File: src/rtl/ifetch_pkg.sv
`default_nettype none
// ============================================================================
//  Module      : ifetch_pkg
//  Description : Shared constants for the instruction fetch stage.
//                Provides the fetch FSM state encoding, the instruction
//                word width and the memory timeout length.
//  Revision    : 1.0  initial release
// ============================================================================
package ifetch_pkg;

    localparam int INSTR_W               = 16;
    localparam int IFETCH_TIMEOUT_CYCLES = 15;

    // Fetch FSM state encoding
    localparam logic [1:0] IDLE  = 2'd0;
    localparam logic [1:0] REQ   = 2'd1;
    localparam logic [1:0] ISSUE = 2'd2;
    localparam logic [1:0] HOLD  = 2'd3;

endpackage
`default_nettype wire

File: src/rtl/instruction_fetch.sv
`default_nettype none
// ============================================================================
//  Module      : instruction_fetch
//  Description : Fetch stage feeding the instruction decoder. Holds the PC,
//                reads one 16-bit word per slot from instruction memory over
//                a req/ack handshake, presents it with a one-cycle
//                dec_enable pulse, then waits for next_ready (retire) before
//                fetching again. Branch redirects are applied at retire.
//  Optional    : IFETCH_TIMEOUT_EN - when defined, 15 consecutive REQ cycles
//                without mem_ack set the sticky fault flag and park the FSM
//                in IDLE until reset. When undefined, fault is tied to 0.
//  Ports       : clock, reset (sync, active-low), run,
//                mem_req/mem_addr/mem_ack/mem_rdata (memory side),
//                instruct/dec_enable (decoder side), next_ready,
//                branch_take/branch_target, pc, fault
//  Revision    : 1.0  initial release
// ============================================================================
module instruction_fetch
    import ifetch_pkg::*;
#(
    parameter int                ADDR_W   = 16,
    parameter logic [ADDR_W-1:0] RESET_PC = '0
) (
    input  logic               clock,
    input  logic               reset,
    input  logic               run,
    output logic               mem_req,
    output logic [ADDR_W-1:0]  mem_addr,
    input  logic               mem_ack,
    input  logic [INSTR_W-1:0] mem_rdata,
    output logic [INSTR_W-1:0] instruct,
    output logic               dec_enable,
    input  logic               next_ready,
    input  logic               branch_take,
    input  logic [ADDR_W-1:0]  branch_target,
    output logic [ADDR_W-1:0]  pc,
    output logic               fault
);

    logic [1:0]         r_state;
    logic [ADDR_W-1:0]  r_pc;
    logic [INSTR_W-1:0] r_instruct;
    logic               r_mem_req;
    logic               r_dec_enable;
    logic               w_fault;

`ifdef IFETCH_TIMEOUT_EN
    logic               r_fault;
    logic [3:0]         r_tcount;
    assign w_fault = r_fault;
`else
    assign w_fault = 1'b0;
`endif

    always_ff @(posedge clock) begin
        if (!reset) begin
            // Any ack arriving in the reset cycle is dropped here.
            r_state      <= IDLE;
            r_pc         <= RESET_PC;
            r_instruct   <= '0;
            r_mem_req    <= 1'b0;
            r_dec_enable <= 1'b0;
`ifdef IFETCH_TIMEOUT_EN
            r_fault      <= 1'b0;
            r_tcount     <= '0;
`endif
        end else begin
            // dec_enable is a single-cycle pulse; only REQ->ISSUE raises it.
            r_dec_enable <= 1'b0;
            case (r_state)
                IDLE: begin
                    if (run && !w_fault) begin
                        r_state   <= REQ;
                        r_mem_req <= 1'b1;
`ifdef IFETCH_TIMEOUT_EN
                        r_tcount  <= '0;
`endif
                    end
                end
                REQ: begin
                    // run is deliberately not looked at: an issued request
                    // always completes (or times out).
                    if (mem_ack) begin
                        r_instruct   <= mem_rdata;
                        r_pc         <= r_pc + {{(ADDR_W-1){1'b0}}, 1'b1};
                        r_mem_req    <= 1'b0;
                        r_dec_enable <= 1'b1;
                        r_state      <= ISSUE;
`ifdef IFETCH_TIMEOUT_EN
                    end else if (r_tcount == 4'(IFETCH_TIMEOUT_CYCLES - 1)) begin
                        // This is the last allowed REQ cycle without an ack.
                        r_fault      <= 1'b1;
                        r_mem_req    <= 1'b0;
                        r_state      <= IDLE;
                    end else begin
                        r_tcount     <= r_tcount + 4'd1;
`endif
                    end
                end
                ISSUE: begin
                    r_state <= HOLD;
                end
                HOLD: begin
                    // Redirects only take effect together with retire.
                    if (next_ready) begin
                        if (branch_take) begin
                            r_pc <= branch_target;
                        end
                        if (run) begin
                            r_state   <= REQ;
                            r_mem_req <= 1'b1;
`ifdef IFETCH_TIMEOUT_EN
                            r_tcount  <= '0;
`endif
                        end else begin
                            r_state   <= IDLE;
                        end
                    end
                end
                default: begin
                    r_state <= IDLE;
                end
            endcase
        end
    end

    assign mem_req    = r_mem_req;
    assign mem_addr   = r_pc;
    assign pc         = r_pc;
    assign instruct   = r_instruct;
    assign dec_enable = r_dec_enable;
    assign fault      = w_fault;

endmodule
`default_nettype wire

File: config.mk
export PLATFORM = sky130hd
export DESIGN_NAME = instruction_fetch
export DESIGN_NICKNAME = d
export VERILOG_FILES = /design/src/rtl/ifetch_pkg.sv /design/src/rtl/instruction_fetch.sv
export SDC_FILE = /design/constraint.sdc
export NUM_CORES = 1
export LEC_CHECK = 0
export ABC_AREA = 1
export CORE_UTILIZATION = 50
export CTS_CLUSTER_SIZE = 28
export DETAILED_ROUTE_END_ITERATION = 10
export DONT_BUFFER_PORTS = 1
export PLACE_DENSITY = 0.69
export SETUP_SLACK_MARGIN = 0.15
export SYNTH_ARGS = -nofsm -noshare
export SYNTH_HDL_FRONTEND = slang
export SYNTH_SLANG_ARGS = --single-unit
File: constraint.sdc
create_clock -name clock -period 1.62 [get_ports clock]
set_clock_uncertainty 0.2 [all_clocks]
set_input_delay 0.324 -clock clock [delete_from_list [all_inputs] [get_ports clock]]
set_output_delay 0.324 -clock clock [all_outputs]
set_load 0.05 [all_outputs]
Yosys cells after proc, flatten, opt, wreduce, memory -nomap -nowiden
Cells that the tools add are included.

$add $sub $neg: 1. Equal/unequal tests: 7. Mux-type cells: 14. Reduce and logical (&&, ||, !) cells: 8.

Operators with widths (count): 16-bit two-way mux (3); 16-bit one-hot mux with 2 select lines (1); 16-bit by 1-bit adder with 16-bit output (second input constant) (1); 2-bit inequality test (second input constant) (4); 2-bit one-hot mux with 4 select lines (1); 2-bit two-way mux (3); 3-bit AND reduction (2); 1-bit two-way mux (5); 2-bit == test (second input constant) (2); 2-bit AND reduction (2); 4-bit AND reduction (1); 1-bit one-hot mux with 3 select lines (1); 3-bit nonzero test (1); 2-bit by 1-bit == test with 1-bit output (second input constant) (1); 2-bit zero test (1); 2-bit nonzero test (1).

Bits in registers: 36. Bits of input ports: 38. Output and inout bits: 51. Logic and storage cells: 35.

Depth between registers and ports, before layout
Depth after elaboration: 3. Mapped depth: 11. Depth with buffers taken out: 11.

Worst setup path after synthesis
Ideal clock, no wire load.

Path kind: reg-to-reg. Start point: register r_pc[0] (netlist: mem_addr[0]). End point: register r_pc[14] (netlist: mem_addr[14]). Setup time: 132 ps. Data arrival time: 1560 ps. Data required time: 1288 ps. Slack: -272 ps. Stages on the path, launching flop included: 9. Buffers on the path: 0. Period minus slack after synthesis: 1892 ps. Cells stage by stage: dfxtp_1 ha_1 nand3_1 nor2_1 nand3_1 nand2_1 nand3_1 nand2_1 a21oi_1.

Cells in the longest elaborated chain, start to end: 3.

Ends and longest elaborated chain: from (decl) (RTL line instruction_fetch.sv:41) `logic [ADDR_W-1:0] r_pc;`; from (signal assigned) (RTL line instruction_fetch.sv:85) `r_pc <= r_pc + {{(ADDR_W-1){1'b0}}, 1'b1};`; from (signal assigned) (RTL line instruction_fetch.sv:107) `r_pc <= branch_target;`; 16-bit by 1-bit adder with 16-bit output (RTL line instruction_fetch.sv:85); 16-bit two-way mux (RTL line instruction_fetch.sv:83) `if (mem_ack) begin`; 16-bit one-hot mux with 2 select lines (RTL line instruction_fetch.sv:70) `case (r_state)`.

Every way passes these cells. The select of a mux whose other input is x is not followed. A chain may end at the register's enable or synchronous reset.

Final worst setup path
Start point: register r_state[1]. End point: register r_pc[11] (netlist: mem_addr[11]).

Cells in the longest elaborated chain, start to end: 3. Elaborated cells on any way between the ends: 8. Those cells by class: eq/ne: 5; mux: 1; reduce/logical: 2.

Ends and longest elaborated chain: from (decl) (RTL line instruction_fetch.sv:40) `logic [1:0] r_state;`; from (signal assigned) (RTL line instruction_fetch.sv:58) `r_state <= IDLE;`; from (signal assigned) (RTL line instruction_fetch.sv:73) `r_state <= REQ;`; from (signal assigned) (RTL line instruction_fetch.sv:88) `r_state <= ISSUE;`; 2-bit == test or 2-bit by 1-bit == test with 1-bit output (tied branches) (RTL line instruction_fetch.sv:70); 2-bit inequality test (no line) or 2-bit nonzero test (tied branches); 4-bit AND reduction (no line).

Parallel ways exist; a longest one is shown, timed or not.

==> out/summary.md <==
• Unique masters post-synth: 23
• measured slew at the worst slew-check pin: 0.6000 ns
• post-synthesis share of cell area spent on xor and xnor gates: 0%
• cell count of the worst reg-to-reg path: 9
• Placeable Area: 3771 um^2
• fraction of synthesized area in multiplexers: 0%
• sequential fraction of the synthesis area: 35.69%
• top library cells by usage in the layout, fill and taps aside: 60 x sky130_fd_sc_hd__nor2_1, 60 x sky130_fd_sc_hd__nand2_1, 30 x sky130_fd_sc_hd__dfxtp_2, 23 x sky130_fd_sc_hd__o21ai_0, 18 x sky130_fd_sc_hd__inv_1
• cell-by-cell trace of the critical path: inv_2, ha_2, inv_4, a21oi_4, nand2_8, clkbuf_16, nor2_1, nand2_1, a21oi_2
• Synthesized Nets: 357
• syn avg cell area: 6.431 um^2
• HPWL reported at the end of detailed placement: 3325 um
• count of mapped cells out of synthesis: 314
• path category of the worst min-delay check: input port to register
• Min Clock Period, post-route: 1.644 ns
• vias in the first global route: 1793
• slowest stage cell on the critical path: sky130_fd_sc_hd__dfxtp_4
• non-filler instance count after layout: 375
• largest family of logic cells by synthesized area: simple AND/OR/NAND/NOR gates
• combined area of all synthesized cells: 2019 um^2
• worst-case vdd ir drop: 1.402 mV
• final hold violations: 21
• via density per instance: 5.216
• violated checks: negative hold slack, negative setup slack
• hold path depth: 2
• fillers: 305
• unrepaired setup endpoints after global routing: true
• number of instances in the placed design: 358
• fraction of power consumed by sequential logic: 36.3%
• Yosys warnings: 0
• number of CTS-inserted buffers: 5
• flop2flop setup slack: -0.02 ns
• CP max FO: 5
• power per cell area: 1668 nW/um^2
• effective utilization at floorplan: 53.55%
• total count of max-transition violations in the final report: 0
• Critical Setup Path Class: register to register
• area grow syn2layout: 31.23%
• max-slew headroom at the worst pin: 59.95%
• Post-Synth Adder-Cell Area: 3.098%
• logic gate share of total power: 48.6%
• 1st-pass router iterations: 4
• share of the synthesized area in compound gates (AO/OA/AOI/OAI): 14.87%
• H-tree lvl count: 2
• setup violators final: 9
• number of primary I/O pins: 89
• final clock period utilization by the worst path: 101.5%
• final antenna-violating net count: 0
• Post-Layout Inst Area: 2650 um^2
• clk slew on worst S/H paths: 0.08 ns
• data arrival time of the worst path: 1.67 ns
• diodes inserted: 0
• crit start category: register
• outcome: finished with violations
• clock insertion delay at the later pin of the skew report: 0.30 ns
• hold slack final: -0.06320 ns
• number of I/O port buffers: 0
• CP endpoint kind: register
• fraction of power spent switching nets: 47.71%
• standard-cell row count: 22
• post-synthesis register bit count: 36
• clock sink count: 36
• overall routing resource usage: 24.03%
• switching power of the nets: 2.109 mW
• final weighted congestion in routability-driven placement: 0.8617
• library cell used as clock root buffer: sky130_fd_sc_hd__clkbuf_8
• routed vias: 1956
• multi-input gate area in the final layout: 1180 um^2
• share of final-layout standard cells stronger than drive strength 1: 37.61%
• clock tree from TritonCTS: yes
• total internal power: 2.312 mW
• Routed WL: 5017 um
• area used by sequential logic in the layout: 777.0 um^2
• largest net degree at the start of global routing: 24
• Die X-Extent: 65.55 um
• starting DRC count in detailed routing: 134
• Post-Synth Simple-Gate Area: 31.23%
• overflow left after global routing: 0
• leakage power: 1.040 nW
• placed cell area: 2152 um^2
• final worst-path setup slack: -0.02402 ns
• number of antenna violations at the first check in global routing: 0
• max-capacitance violation count: 0
• Final nets: 369
• floorplan die height: 65.55 um
• DRC Markers: 0
• Clock power frac: 15.1%
• data required time of the critical path: 1.65 ns
• Highest Clock Rate: 608.3 MHz
• CTS max path bufs: 2
• die area: 4297 um^2
• first-pass GRT wire length: 7879 um
• wire length per cell after detailed routing: 13.38 um
• largest stage delay on the critical path: 0.37 ns
==> power by group through the flow <==
stage	Sequential, mW	Combinational (mW)	Clock [mW]
after CTS	1.60	1.79	0.690
after global placement	1.58	1.47	0
final	1.61	2.15	0.667
after global routing	1.63	2.34	0.711
after detailed placement	1.59	1.49	0
after floorplan	1.72	1.11	0
==> state kept, by name (all words and copies together), names as in the netlist <==
register and flops:
mem_req 1, r_state 2, mem_addr 16, dec_enable 1
instruct 16
==> worst paths after layout <==
| kind | start | to |
|---|---|---|
| setup / recovery | r_state[1]$_SDFFE_PN0P_ | mem_addr[11]$_SDFFE_PN0P_ |
| hold / removal | reset | mem_addr[10]$_SDFFE_PN0P_ |
| setup reg to reg | r_state[1]$_SDFFE_PN0P_ | mem_addr[11]$_SDFFE_PN0P_ |
| hold reg to reg | mem_addr[4]$_SDFFE_PN0P_ | mem_addr[4]$_SDFFE_PN0P_ |
==> cell type report <==
type,count,share of cell area [%]
Sequential cell,36,29.32
Inverter,26,4.485
Timing Repair Buffer,34,15.96
Clock inverter,3,0.8499
Multi-Input combinational cell,223,44.52
Tap cell,48,2.266
Clock buffer,5,2.597
==> synthesized netlist by cell type, drive strengths merged <==
cell	count	area share, %
conb	1	0.19
buf	25	9.4
a21oi	19	4.9
nand4	2	0.62
ha	5	3.1
nand3b	1	0.37
inv	26	4.8
o21ai	39	9.7
clkbuf	4	0.74
or2	1	0.31
nor3	3	0.74
dfxtp	36	36
nand2	63	12
nand3	14	3.5
nor2	74	14
o22ai	1	0.31
==> layer usage <==
layer / vias up / part of all wire [%] / global-route usage (%)
met2: 77 / 49 / 40.98
met1: 863 / 42 / 27.71
li1: 1003 / - / -
met3: 13 / 6.9 / 7.465
met5: - / 0 / 0
met4: 0 / 2.3 / 9.511
==> cells by family after synthesis <==
kind of cell	count (synthesis)
and+or+nand+nor	158
other	1
adders and majority gates	5
buffers and inverters	55
DFF	36
AOI/OAI and AO/OA	59
==> worst max-delay path: cells and delay by family, from the launching register on <==
kind | cells | cell delay, ns
DFF | 1 | 0.37
buffers and inverters | 3 | 0.28
AOI/OAI and AO/OA | 2 | 0.28
and+or+nand+nor | 3 | 0.26
adders and majority gates | 1 | 0.20
==> repair_timing <==
item	in CTS	in global routing
endpoints found under the hold margin	22	21
gates resized for setup	56	46
setup buffers	6	1
endpoints found under the setup margin	80	46
gates cloned	1	1
pin swaps	3	5
==> per-stage QoR <==
stage / hold slack [ns] / setup slack, ns / setup TNS [ns] / util, % / power (mW)
6_report: -0.06320 / -0.02402 / -0.09466 / 70.27 / 4.421
5_1_grt: -0.07471 / -0.08630 / -1.042 / 70.27 / 4.680
2_1_floorplan: 0.2549 / 0.0008031 / 0 / - / 2.832
3_3_place_gp: 0.2454 / 0.03134 / 0 / 57.07 / 3.044
3_5_place_dp: 0.2469 / -0.02816 / -0.03365 / 57.07 / 3.071
4_1_cts: -0.08278 / 0.01508 / 0 / 65.20 / 4.084
Power figures use the tool's default switching activity.
